--- src/rtl/address_gen_pkg.sv ---
// Shared types and default sizing for the frame-buffer write-address generator.
package address_gen_pkg;

  typedef enum logic [1:0] {
    IDLE   = 2'd0,
    ACTIVE = 2'd1,
    DONE   = 2'd2
  } state_e;

  localparam int DEF_ADDR_W      = 13;
  localparam int DEF_FRAME_WORDS = 8192;

endpackage

--- src/rtl/sof_edge_det.sv ---
// Registers the start-of-frame level and produces a one-cycle pulse on its rising edge.
module sof_edge_det (
  input  logic clk,
  input  logic resetn,
  input  logic sof,
  output logic sof_rise
);

  logic sof_q;

  // NOTE: sequential state uses non-blocking assignments so every register
  // samples the pre-edge value of its inputs, independent of block ordering.
  always_ff @(posedge clk or negedge resetn) begin
    if (!resetn) sof_q <= 1'b0;
    else         sof_q <= sof;
  end

  // A sof held high yields exactly one pulse.
  assign sof_rise = sof & ~sof_q;

endmodule

--- src/rtl/address_gen.sv ---
// Write-address generator: one strobe and a linear address per accepted stream beat,
// with an optional blackout window of discarded beats and a single-shot frame.
module address_gen
  import address_gen_pkg::*;
#(
  parameter int ADDR_W      = DEF_ADDR_W,
  parameter int FRAME_WORDS = DEF_FRAME_WORDS,
  parameter int BLK_START   = 1024,
  parameter int BLK_LEN     = 0
) (
  input  logic              clk,
  input  logic              resetn,
  input  logic              sof,
  input  logic              tvalid,
  output logic              write_enable,
  output logic [ADDR_W-1:0] bram_addr_in
);

  localparam int CNT_W = ADDR_W + 1;

  logic             sof_rise;
  state_e           state_q, state_d;
  logic [CNT_W-1:0] beat_q, beat_d;
  logic [CNT_W-1:0] word_q, word_d;
  logic [CNT_W-1:0] beat_idx, word_idx;
  logic             in_frame, blanked, we_d;
  logic [ADDR_W-1:0] addr_d;

  sof_edge_det u_sof_edge_det (
    .clk      (clk),
    .resetn   (resetn),
    .sof      (sof),
    .sof_rise (sof_rise)
  );

  // NOTE: every signal driven here gets a default first, so no path through
  // the block leaves a value unassigned and no latch is inferred.
  always_comb begin
    state_d  = state_q;
    beat_d   = beat_q;
    word_d   = word_q;
    we_d     = 1'b0;
    addr_d   = bram_addr_in;

    // A sof edge makes the coincident cycle beat 0 of a fresh frame.
    beat_idx = sof_rise ? '0 : beat_q;
    word_idx = sof_rise ? '0 : word_q;
    in_frame = sof_rise || (state_q == ACTIVE);
    blanked  = (BLK_LEN > 0) &&
               (int'(beat_idx) >= BLK_START) &&
               (int'(beat_idx) <  BLK_START + BLK_LEN);

    if (sof_rise) begin
      state_d = ACTIVE;
      beat_d  = '0;
      word_d  = '0;
    end

    if (in_frame && tvalid) begin
      beat_d = (beat_idx == '1) ? beat_idx : beat_idx + CNT_W'(1);
      if (!blanked) begin
        we_d   = 1'b1;
        addr_d = word_idx[ADDR_W-1:0];
        word_d = word_idx + CNT_W'(1);
        if (int'(word_idx) == FRAME_WORDS - 1) state_d = DONE;
      end
    end
  end

  always_ff @(posedge clk or negedge resetn) begin
    if (!resetn) begin
      state_q      <= IDLE;
      beat_q       <= '0;
      word_q       <= '0;
      write_enable <= 1'b0;
      bram_addr_in <= '0;
    end else begin
      state_q      <= state_d;
      beat_q       <= beat_d;
      word_q       <= word_d;
      write_enable <= we_d;
      bram_addr_in <= addr_d;
    end
  end

endmodule

--- config.mk ---
export PLATFORM = sky130hd
export DESIGN_NAME = address_gen
export DESIGN_NICKNAME = d
export VERILOG_FILES = /design/src/rtl/address_gen_pkg.sv /design/src/rtl/sof_edge_det.sv /design/src/rtl/address_gen.sv
export SDC_FILE = /design/constraint.sdc
export NUM_CORES = 1
export LEC_CHECK = 0
export ABC_CLOCK_PERIOD_IN_PS = 4200
export BUFFER_PORTS_ARGS = -buffer_cell sky130_fd_sc_hd__buf_2
export CORE_MARGIN = 10
export CORE_UTILIZATION = 60
export CTS_CLUSTER_DIAMETER = 100
export DETAILED_ROUTE_END_ITERATION = 12
export PLACE_DENSITY_LB_ADDON = 0.2
export SLEW_MARGIN = 5
export SYNTH_ARGS = -nofsm -noshare
export SYNTH_HDL_FRONTEND = slang
export SYNTH_HIERARCHICAL = 1
export SYNTH_SLANG_ARGS = --single-unit
--- constraint.sdc ---
create_clock -name clk -period 4.2 [get_ports clk]
set_clock_uncertainty 0.05 [all_clocks]
set_input_delay 0.42 -clock clk [delete_from_list [all_inputs] [get_ports clk]]
set_output_delay 0.42 -clock clk [all_outputs]
set_load 0.03 [all_outputs]
* Word-level counts from Yosys, hierarchy flattened *
Index checks and enable logic that the tools add are counted.

word-level totals
  bits in registers = 31
  bits of input ports = 4
  output and inout bits = 14
  logic and storage cells = 18

cells by class
  add/sub/neg operators = 1
  equality and inequality tests = 2
  multiplexer cells = 6
  bitwise logic cells = 2
  reduce and logical (&&, ||, !) cells = 2

operators by type and width
  cell                                                                   number
  14-bit 2-to-1 mux                                                      2
  14-bit by 1-bit adder with 14-bit output, second input constant        1
  14-bit equality test, second input constant                            1
  2-bit 2-to-1 mux                                                       3
  2-bit by 1-bit equality test with 1-bit output, second input constant  1
  1-bit AND                                                              1
  1-bit logical AND                                                      1
  1-bit logical OR                                                       1
  1-bit 2-to-1 mux                                                       1
  1-bit NOT                                                              1

* Longest topological paths before layout *
Gate-level depths: netlist (run 1).

  depth in word-level cells = 6
  mapped depth = 9
  mapped depth without buffers = 8

* Cells and area by module *
The synthesis (run 1) kept the hierarchy.

by module, submodules not included
  module        instances  cells an instance  area an instance (um^2)  seq. area each (um^2)
  address_gen   1          139                1385.1                   750.7
  sof_edge_det  1          2                  38.8                     25.0

* Worst setup path before layout (run 1) *
Ideal clock, no wire load.

  path type = input -> register
  start point = input sof
  end point = register state_q[0]
  library setup time = 0.118 ns
  arrival time = 2.221 ns
  data required time = 4.032 ns
  setup slack = 1.811 ns
  stages on the path = 8
  path buffers = 1
  cell sequence = nor2b_4 buf_6 nor2b_1 ha_1 nand4_1 or3_4 or4_4 a21o_1

between the ends
  longest elaborated chain between the ends = 5
  elaborated cells on any way between the ends = 8
  classes of those cells = eq/ne (1); mux (4); bitwise (1); reduce/logical (2)

ends and longest elaborated chain
  element               RTL line            RTL
  start, declared       address_gen.sv:13   input logic sof,
  1-bit AND             sof_edge_det.sv:19  assign sof_rise = sof & ~sof_q;
  14-bit 2-to-1 mux     n/a
  via word_idx[0]       address_gen.sv:25   logic [CNT_W-1:0] beat_idx, word_idx;
  14-bit equality test  address_gen.sv:65   if (int'(word_idx) == FRAME_WORDS - 1) state_d = DONE;
  2-bit 2-to-1 mux      address_gen.sv:65
  2-bit 2-to-1 mux      address_gen.sv:59   if (in_frame && tvalid) begin
  via state_d[0]        address_gen.sv:22   state_e state_q, state_d;
  end signal, assigned  address_gen.sv:78   state_q <= state_d;
  end, declared         address_gen.sv:22

The timed path passes the listed nets, and every way through them passes these cells.
A chain may end at the register's enable or synchronous reset.

* Worst setup path after layout (run 1) *
  start point = register u_sof_edge_det.sof_q
  end point = register bram_addr_in[2]

between the ends
  longest elaborated chain between the ends = 4
  elaborated cells on any way between the ends = 5
  classes of those cells = mux (1); bitwise (2); reduce/logical (2)

ends and longest elaborated chain
  element                 RTL line            RTL
  start, declared         sof_edge_det.sv:9   logic sof_q;
  start signal, assigned  sof_edge_det.sv:14  if (!resetn) sof_q <= 1'b0;
  start signal, assigned  sof_edge_det.sv:15  else sof_q <= sof;
  1-bit NOT (*)           sof_edge_det.sv:19
  1-bit AND (*)           sof_edge_det.sv:19
  via sof_rise            address_gen.sv:21   logic sof_rise;
  1-bit logical OR        address_gen.sv:48   in_frame = sof_rise || (state_q == ACTIVE);
  1-bit logical AND       address_gen.sv:59
  end signal, assigned    address_gen.sv:82   bram_addr_in <= addr_d;
  end, declared           address_gen.sv:16   output logic [ADDR_W-1:0] bram_addr_in

The timed path passes the listed nets; every way through them passes the cells marked *.

==> impl_metrics.py, run 1 <==
metrics = {
    "clock_tree": {
        "cts_resized": 0,
        "cts_buffers": 5,
        "clock_path_buffers": 2,
        "postCtsSetupRepairBufs": 0,
        "hold_buffers": 0,
        "clock_latency_ps": 340,
        "cts_sinks": 31,
        "h-tree-depth": 2,
        "cts_tree": "yes",
        "path_clk_slew_ps": 90,
        "ctsRootBufferMaster": "clkbuf_4",
    },
    "power": {
        "cellPowerDensity_nw_per_um2": 385,
        "p_sw_uw": 182,
        "ir_worst_vdd_uv": 287,
        "leakagePower_nw": 0.705,
        "p_seq_share_pct": 57.0,
        "internal-power_uw": 422,
        "p_comb_share_pct": 16.3,
        "sw_frac_of_total_pct": 30.1,
        "p_clk_share_pct": 26.7,
    },
    "global_routing": {
        "grt_pass1_vias": 1045,
        "gr-usage-all-layers_pct": 13.8,
        "antenna_found_initial": 0,
        "grt_max_degree": 34,
        "grt_pass1_wl_um": 4800,
        "overflow": 0,
    },
    "sta": {
        "maxSlewViolCount": 0,
        "slew_headroom_pct": 24.2,
        "hold_viol_final": 0,
        "min_period_ps": 2480,
        "finalSetupViolCount": 0,
        "finalSetupTns_ps": 0,
        "rsz0062_at_grt": "false",
        "fmax_mhz": 403,
        "fin_crit_sh_pct": 59.1,
        "postLayoutSetupSlackWorst_ps": 1720,
        "tightestPinTransition_ps": 1140,
    },
    "die": {
        "placementRows": 17,
        "start_util_pct": 63.8,
        "ios": 18,
        "die_width_um": 68.7,
        "core-area_um2": 2230,
        "dieArea_um2": 4720,
        "die_y_um": 68.7,
    },
    "detailed_routing": {
        "wl_per_cell_um": 14.7,
        "drt_iter0_drc": 66,
        "via_per_inst": 5.63,
        "first_pass_iters": 4,
        "postRouteAntennaNets": 0,
        "num_vias": 1058,
        "wirelength_um": 2760,
        "drc": 0,
    },
    "synthesis": {
        "synth_area_leaders": "dfrtp_1 54%, nand2_1 5.8%, nand2b_1 4.4%, o21ai_0 4.2%, xnor2_1 3.1%",
        "syn_avg_cell_area_um2": 10.1,
        "synth_fp_nets": 146,
        "syn_inst": 141,
        "syn-cell-area_um2": 1420,
        "yosysTopAreaCell": "dfrtp_1",
        "synth_top_cell_area_share_pct": 54.5,
        "synth.distinct_cells": 32,
        "yosysWarnings": 6,
        "yosysSeqAreaShare_pct": 54.5,
        "synth_seq_cells": 31,
    },
    "run": {
        "drv_cap": 0,
    },
    "worst_setup_path": {
        "crit_type": "reg -> reg",
        "ff2ff_path_depth": 4,
        "regToRegStartpoint": "u_sof_edge_det/sof_q",
        "arrival_ps": 2650,
        "worst_setup_path_start_kind": "flip-flop",
        "worstPathMaxFanout": 33,
        "r2r_slack_ps": 1720,
        "r2r-end": "bram_addr_in[2]",
        "end_kind": "flip-flop",
        "required_ps": 4370,
    },
    "hold_path": {
        "min_path_type": "in -> async",
    },
    "layout": {
        "nNetsFinal": 164,
        "drive_gt1_share_pct": 18.8,
        "area_delta_synth_final_pct": 10.1,
        "post-route-util_pct": 70.2,
        "n_antenna_cell": 0,
    },
    "place": {
        "pre_cts_slack_ps": 1540,
        "portBuffers": 17,
        "finalWeightedCongestion": 0.750,
        "hpwlAfterDp_um": 1920,
    },
    "run_status": {
        "status": "complete, no violations",
    },
}
## registers in the layout, summed over array words and instances (netlist names)
signal                count
bram_addr_in             13
write_enable              1
state_q                   2
word_q                   14
u_sof_edge_det/sof_q      1
## layout by cell type (no fill, tap or decap), types with 3 or more instances in the layout
cell      synthesis  routed
xnor2_1           5       5
a21oi_1           7       7
or4_1             5       5
nand2b_1         10      10
inv_1             5       5
o31ai_1           5       5
nand4_1           4       4
nor2_1            3       3
dfrtp_1          31      31
nand2_1          22      22
clkbuf_4          0       5
o21ai_0          12      12
nor2b_1           4       4
buf_2             0      17
## synthesized netlist by cell type
| cell | instances |
|---|---|
| a21o_1 | 1 |
| a21oi_1 | 7 |
| and2b_1 | 1 |
| and3_1 | 1 |
| and4_1 | 1 |
| buf_6 | 1 |
| clkbuf_1 | 5 |
| clkinv_1 | 1 |
| dfrtp_1 | 31 |
| ha_1 | 1 |
| inv_1 | 5 |
| mux2_2 | 2 |
| nand2_1 | 22 |
| nand2b_1 | 10 |
| nand2b_4 | 1 |
| nand3_1 | 2 |
| nand3b_1 | 1 |
| nand4_1 | 4 |
| nor2_1 | 3 |
| nor2b_1 | 4 |
| nor2b_4 | 1 |
| nor3_1 | 2 |
| nor4_1 | 2 |
| o21ai_0 | 12 |
| o21ai_1 | 1 |
| o31ai_1 | 5 |
| or3_1 | 1 |
| or3_4 | 1 |
| or4_1 | 5 |
| or4_4 | 1 |
| xnor2_1 | 5 |
| xor2_1 | 1 |
## worst max-delay path, cell delays in order (launching register included)
cell      delay (ps)
dfrtp_1          380
nor2b_4          120
o21ai_2          900
clkinv_1         500
mux2_2           410
## stage by stage
stage / total power [mW] / instance area [µm²] / hold WS [ps] / cells
2_1_floorplan: 0.415 / 1420 / 74.4 / 141
3_3_place_gp: 0.443 / 1520 / 408 / 180
3_5_place_dp: 0.447 / 1520 / 420 / 180
4_1_cts: 0.609 / 1570 / 65.1 / 188
5_1_grt: 0.639 / 1570 / 77.7 / 188
6_report: 0.603 / 1570 / 49.6 / 188
## worst max path at each step
stage,from,to,slack (ps)
final,u_sof_edge_det/sof_q,bram_addr_in[2],1720
after global routing,state_q[0],bram_addr_in[2],1490
after CTS,u_sof_edge_det/sof_q,bram_addr_in[2],1730
after detailed placement,sof,bram_addr_in[2],1540
after global placement,sof,bram_addr_in[2],1630
after floorplan,sof,state_q[0],1810
## layout make-up
type | count | area [µm²]
Clock buffer | 7 | 45.0
Clock inverter | 1 | 5.00
Fill cell | 172 | 666
Inverter | 6 | 22.5
Multi-Input combinational cell | 98 | 599
Sequential cell | 31 | 776
Tap cell | 28 | 35.0
Timing Repair Buffer | 17 | 85.1
## per-layer routing
layer / track usage, % / share of wire (%) / vias up
met5: 0 / 0 / -
met4: 9.61 / 2.9 / 0
met3: 4.19 / 7.2 / 9
met2: 21.1 / 46 / 23
met1: 16.2 / 44 / 502
li1: - / - / 524
## kinds of logic (layout without fill, tap and decap cells)
kind of cell | count (synthesis) | count (layout) | share of synthesized area, %
AOI/OAI and AO/OA | 26 | 26 | 10.2
muxes | 2 | 2 | 1.58
xor gates and xnor gates | 6 | 6 | 3.69
adders and majority gates | 1 | 1 | 0.879
buffers and inverters | 12 | 31 | 3.69
and+or+nand+nor | 63 | 63 | 25.5
DFF | 31 | 31 | 54.5
## power groups by stage
| stage | sequential [mW] | clock, mW | combinational (mW) |
|---|---|---|---|
| global placement | 0.347 | 0 | 0.0961 |
| global route | 0.347 | 0.182 | 0.109 |
| finish | 0.344 | 0.161 | 0.0982 |
| CTS | 0.343 | 0.166 | 0.0998 |
| detailed placement | 0.348 | 0 | 0.0986 |
| floorplan | 0.366 | 0 | 0.0482 |
(Power assumes the default switching activity.)
==> run 2: changes to the inputs <==
ABC_CLOCK_PERIOD_IN_PS = 2360   (was 4200)
CORE_UTILIZATION = 56   (was 60)
clock period = 2.36 ns   (was 4.2 ns; I/O delays follow)
==> impl_metrics.py, run 2 (same netlist as run 1, synthesis figures left out) <==
metrics = {
    "run_status": {
        "status": "complete, no violations",
    },
    "layout": {
        "drive_gt1_share_pct": 22.2,
        "n_antenna_cell": 0,
        "final_cell_area_um2": 1660,
        "final_cell_mix": "31 x dfrtp_1, 22 x nand2_1, 17 x buf_2",
        "area_delta_synth_final_pct": 16.9,
        "fin_cells": 197,
        "largest_register_ffs": 14,
        "largest_registers": "word_q: 14 flops, bram_addr_in: 13 flops, state_q: 2 flops",
        "top_register": "word_q",
        "nNetsFinal": 171,
        "final_common_cell": "dfrtp_1",
    },
    "global_routing": {
        "gr-usage-all-layers_pct": 11.0,
        "antenna_found_initial": 0,
        "grt_pass1_vias": 1022,
        "overflow": 0,
        "grt_pass1_wl_um": 4510,
        "grt_max_degree": 32,
    },
    "die": {
        "placementRows": 18,
        "die_width_um": 70.4,
        "dieArea_um2": 4960,
        "ios": 18,
        "die_y_um": 70.4,
        "core-area_um2": 2450,
        "start_util_pct": 58.0,
    },
    "clock_tree": {
        "h-tree-depth": 2,
        "path_clk_slew_ps": 90,
        "ctsRootBufferMaster": "clkbuf_4",
        "cts_buffers": 5,
        "cts_sinks": 31,
        "cts_tree": "yes",
        "clock_latency_ps": 330,
        "clock_path_buffers": 2,
    },
    "worst_setup_path": {
        "arrival_ps": 2330,
        "cp_top_family": "simple AND/OR/NAND/NOR gates",
        "worstPathMaxFanout": 5,
        "crit_type": "reg -> reg",
        "crit_buf_inv": 1,
        "required_ps": 2540,
        "end_kind": "flip-flop",
        "worstPathCellList": "nor2b_4 > nand2b_1 > inv_1 > ha_1 > nand4_1 > or3_4 > or4_4 > a21o_1",
        "worst_setup_path_start_kind": "flip-flop",
        "cp_num_cells": 8,
        "ff2ff_path_depth": 8,
        "slowest_delay_ps": 520,
        "cp_slowest_cell": "or4_4",
    },
    "sta": {
        "slew_headroom_pct": 55.0,
        "hold_viol_final": 0,
        "finalSetupTns_ps": 0,
        "tightestPinTransition_ps": 675,
        "maxSlewViolCount": 0,
        "rsz0062_at_grt": "false",
        "fmax_mhz": 463,
        "whs_ps": 320,
        "min_period_ps": 2160,
        "finalSetupViolCount": 0,
        "postLayoutSetupSlackWorst_ps": 202,
        "fin_crit_sh_pct": 91.5,
    },
    "run": {
        "drv_cap": 0,
    },
    "place": {
        "pre_cts_slack_ps": 151,
        "placed_cells": 187,
        "portBuffers": 17,
        "finalWeightedCongestion": 0.776,
        "detailed_place.area_um2": 1560,
        "hpwlAfterDp_um": 1860,
    },
    "detailed_routing": {
        "postRouteAntennaNets": 0,
        "wirelength_um": 2600,
        "wl_per_cell_um": 13.2,
        "via_per_inst": 5.49,
        "drt_iter0_drc": 70,
        "first_pass_iters": 4,
        "drc": 0,
        "num_vias": 1081,
    },
    "power": {
        "ir_worst_vdd_uv": 731,
        "leakagePower_nw": 0.757,
        "cellPowerDensity_nw_per_um2": 736,
    },
    "hold_path": {
        "min_path_type": "in -> reg",
        "hold-path-cell-count": 5,
    },
}
[run 2: cell types whose count changed in the layout (fill, tap and decap cells not counted), sizes merged]
| cell | change |
|---|---|
| dlygate4sd3 | +2 |
| clkbuf | -1 |
| bufinv | +1 |
| buf | +5 |
[run 2: report_power, final]
| part | switching [mW] | leakage, nW | internal, mW |
|---|---|---|---|
| logic | 0.117 | 0.292 | 0.0701 |
| registers | 0.0337 | 0.417 | 0.576 |
| clock network | 0.177 | 0.0482 | 0.250 |
[run 2: final timing paths]
kind                                      start         endpoint  slack, ps
max                        u_sof_edge_det/sof_q       state_q[0]        200
min                                      tvalid        word_q[6]        320
max reg2reg                u_sof_edge_det/sof_q       state_q[0]        200
min reg2reg                     bram_addr_in[0]  bram_addr_in[0]        430
max in group asynchronous                resetn  bram_addr_in[1]       1400
min in group asynchronous                resetn  bram_addr_in[7]        420
[run 2: repair_timing]
action | in CTS | in global routing
setup buffers | 0 | 0
hold buffers | 2 | 0
endpoints found under the hold margin | 32 | 0
gates resized for setup | 0 | 0
[run 2: layout make-up]
cell class	instances	area [µm²]
fillers	203	791
flip-flops and latches	31	776
multi-input cells	98	599
repair buffers	24	143
clock buffers	6	51.3
well taps	30	37.5
clock inverters	2	35.0
inverters	6	22.5
[run 2: worst register-to-register path: stages (launching register included)]
cell	delay, ps
dfrtp_1	380
nor2b_4	50
nand2b_1	160
inv_1	70
ha_1	170
nand4_1	100
or3_4	360
or4_4	520
a21o_1	190
[run 2: metal layers]
layer / global-route usage [%] / part of all wire, % / vias to the layer above
li1: - / - / 540
met1: 13.1 / 48 / 516
met2: 16.2 / 44 / 18
met3: 4.10 / 5.4 / 7
met4: 7.24 / 2.4 / 0
met5: 0 / 0 / -
[run 2: metrics by stage]
step,util (%),total power [mW]
2_1_floorplan,-,0.738
3_3_place_gp,63.5,0.803
3_5_place_dp,63.5,0.806
4_1_cts,67.8,1.24
5_1_grt,67.8,1.29
6_report,67.8,1.22
==> run 3: changes to the inputs <==
--- a/config.mk
+++ b/config.mk
@@ -7,2 +7,3 @@
 export LEC_CHECK = 0
+export ABC_AREA = 1
 export ABC_CLOCK_PERIOD_IN_PS = 2360
==> constraint.sdc (replaced) <==
create_clock -name clk -period 2.36 [get_ports clk]
set_clock_uncertainty 0.05 [all_clocks]
set_input_delay 0 -clock clk [delete_from_list [all_inputs] [get_ports clk]]
set_output_delay 0 -clock clk [all_outputs]
set_load 0.03 [all_outputs]
==> impl_metrics.py, run 3 <==
metrics = {
    "sta": {
        "tightestPinTransition_ps": 694,
        "fin_crit_sh_pct": 77.7,
        "hold_viol_final": 0,
        "slew_headroom_pct": 53.7,
        "min_period_ps": 1830,
        "finalSetupTns_ps": 0,
        "fmax_mhz": 545,
        "maxSlewViolCount": 0,
        "finalSetupViolCount": 0,
        "rsz0062_at_grt": "false",
        "postLayoutSetupSlackWorst_ps": 526,
    },
    "layout": {
        "area_delta_synth_final_pct": 12.0,
        "final_cell_mix": "53 x nand2_1, 31 x dfrtp_1, 20 x nor2_1",
        "fillers": 217,
        "nNetsFinal": 202,
        "drive_gt1_share_pct": 18.7,
        "final_common_cell": "nand2_1",
        "largest_register_ffs": 14,
        "n_antenna_cell": 0,
        "multi_input_area_um2": 596,
        "largest_registers": "word_q: 14 flops, bram_addr_in: 13 flops, state_q: 2 flops",
        "regArea_um2": 776,
        "top_register": "word_q",
        "post-route-util_pct": 66.6,
        "fin_cells": 228,
    },
    "die": {
        "die_y_um": 71.5,
        "core-area_um2": 2500,
        "die_width_um": 71.5,
        "dieArea_um2": 5110,
        "ios": 18,
        "placementRows": 18,
        "start_util_pct": 59.4,
    },
    "power": {
        "p_clk_share_pct": 28.4,
        "p_total_mw": 1.04,
        "p_comb_share_pct": 15.0,
        "leakagePower_nw": 0.888,
        "p_seq_share_pct": 56.5,
        "internal-power_uw": 727,
        "p_sw_uw": 311,
        "cellPowerDensity_nw_per_um2": 624,
        "sw_frac_of_total_pct": 29.9,
        "ir_worst_vdd_uv": 455,
    },
    "global_routing": {
        "gr-usage-all-layers_pct": 12.4,
        "antenna_found_initial": 0,
        "grt_pass1_vias": 1192,
        "grt_pass1_wl_um": 5130,
        "overflow": 0,
        "grt_max_degree": 32,
    },
    "clock_tree": {
        "clock_path_buffers": 2,
        "cts_resized": 0,
        "hold_buffers": 3,
        "cts_sinks": 31,
        "cts_buffers": 5,
        "postCtsSetupRepairBufs": 0,
        "cts_tree": "yes",
        "path_clk_slew_ps": 90,
        "clock_latency_ps": 340,
        "ctsRootBufferMaster": "clkbuf_4",
        "h-tree-depth": 2,
    },
    "worst_setup_path": {
        "arrival_ps": 2020,
        "worstPathCellList": "dlygate4sd3_1 > buf_2 > inv_1 > nor2_2 > buf_4 > nor2_1 > ha_1 > nand3_2 > nor2_4 > nand2_2 > o21bai_1 > nand2_1",
        "worst_setup_path_start_kind": "input pin",
        "required_ps": 2550,
        "crit_type": "in -> reg",
        "worstPathMaxFanout": 7,
        "crit_buf_inv": 4,
        "cp_slowest_cell": "dlygate4sd3_1",
        "slowest_delay_ps": 550,
        "cp_top_family": "buffers and inverters",
        "end_kind": "flip-flop",
    },
    "synthesis": {
        "syn-cell-area_um2": 1490,
        "synth_mux_area_share_pct": 0,
        "syn_avg_cell_area_um2": 8.58,
        "synth_seq_cells": 31,
        "synth_fp_nets": 178,
        "syn_inst": 173,
        "yosys-top-cells-count": "53 x nand2_1, 31 x dfrtp_1, 20 x nor2_1, 19 x inv_1, 9 x o21ai_0",
        "synth_most_common_cell": "nand2_1",
        "yosysWarnings": 6,
        "synthAdderAreaFrac_pct": 0.842,
        "synth_area_leaders": "dfrtp_1 52%, nand2_1 13%, nor2_1 5.1%, inv_1 4.8%, xor2_1 4.7%",
        "synth_compound_area_share_pct": 3.88,
        "async_flop_share_pct": 100,
        "synth_top_cell_area_share_pct": 52.2,
        "synth_top_family_by_area": "simple AND/OR/NAND/NOR gates",
        "synth_edf_count": 0,
        "yosysTopAreaCell": "dfrtp_1",
        "synth_ff_type": "dfrtp_1",
        "synth-simple-area-share_pct": 30.7,
        "synth.distinct_cells": 21,
        "synth-xor-area-share_pct": 4.72,
        "yosysSeqAreaShare_pct": 52.2,
    },
    "detailed_routing": {
        "first_pass_iters": 4,
        "num_vias": 1165,
        "postRouteAntennaNets": 0,
        "drt_iter0_drc": 82,
        "via_per_inst": 5.11,
        "wl_per_cell_um": 13.1,
        "drc": 0,
        "wirelength_um": 2990,
    },
    "place": {
        "finalWeightedCongestion": 0.858,
        "hpwlAfterDp_um": 2120,
        "portBuffers": 17,
        "pre_cts_slack_ps": 595,
        "placed_cells": 217,
    },
    "hold_path": {
        "min_path_type": "in -> async",
    },
    "run_status": {
        "status": "complete, no violations",
    },
    "run": {
        "drv_cap": 0,
    },
}
-- run 3: worst paths after layout --
check                                     startpoint                   end  slack, ps  cells past startpoint
worst max-delay path                             sof            word_q[12]        530                     12
worst min-delay path                          resetn       bram_addr_in[4]        180                      2
worst max register to register  u_sof_edge_det/sof_q            word_q[12]        560                      9
worst min register to register       bram_addr_in[1]       bram_addr_in[1]        430                      2
max in group asynchronous                     resetn          write_enable       1620                      2
min in group clk                                 sof  u_sof_edge_det/sof_q        290                      2
-- run 3: per-stage QoR --
stage / cell area [µm²] / hold WS (ps)
finish: 1660 / 180
global route: 1660 / 240
floorplan: 1490 / -346
CTS: 1660 / 208
global placement: 1580 / 14.9
detailed placement: 1580 / 27.1
-- run 3: worst register-to-register path, stage by stage, from the launching register on --
cell      delay, ps
dfrtp_1         350
nor2_2           70
buf_4           170
nor2_1          200
ha_1            260
nand3_2         130
nor2_4          170
nand2_2         100
o21bai_1        130
nand2_1          60
-- run 3: layout make-up --
cell class,count,share of cell area (%)
sequential,31,46.6
multi-input combinational,118,35.8
timing repair buffer,21,7.37
inverter,20,4.96
clock buffer,7,2.71
tap,30,2.26
clock inverter,1,0.301
-- run 3: power by group through the flow --
stage          Combinational, mW  Clock [mW]  Sequential [mW]
2_1_floorplan             0.0792           0            0.624
3_3_place_gp               0.147           0            0.595
3_5_place_dp               0.153           0            0.597
4_1_cts                    0.158       0.300            0.587
5_1_grt                    0.174       0.316            0.594
6_report                   0.156       0.295            0.587
-- run 3: cells by family (layout without fill, tap and decap cells) --
group	count (synthesis)	in the layout
AO/OA/AOI/OAI	11	11
adder cells (fa/ha/maj)	1	1
AND/OR/NAND/NOR	98	98
buffers and inverters	24	49
flip-flops	31	31
XOR/XNOR	8	8
-- run 3: routing by layer --
layer  share of wire (%)  routed length (µm)  track usage [%]  vias to the layer above
met4                 2.1                  64             7.74                        0
met1                  44                1330             13.4                      548
met3                 6.4                 191             4.13                        8
li1                    -                   -                -                      581
met2                  47                1400             20.5                       28
met5                   0                   0                0                        -
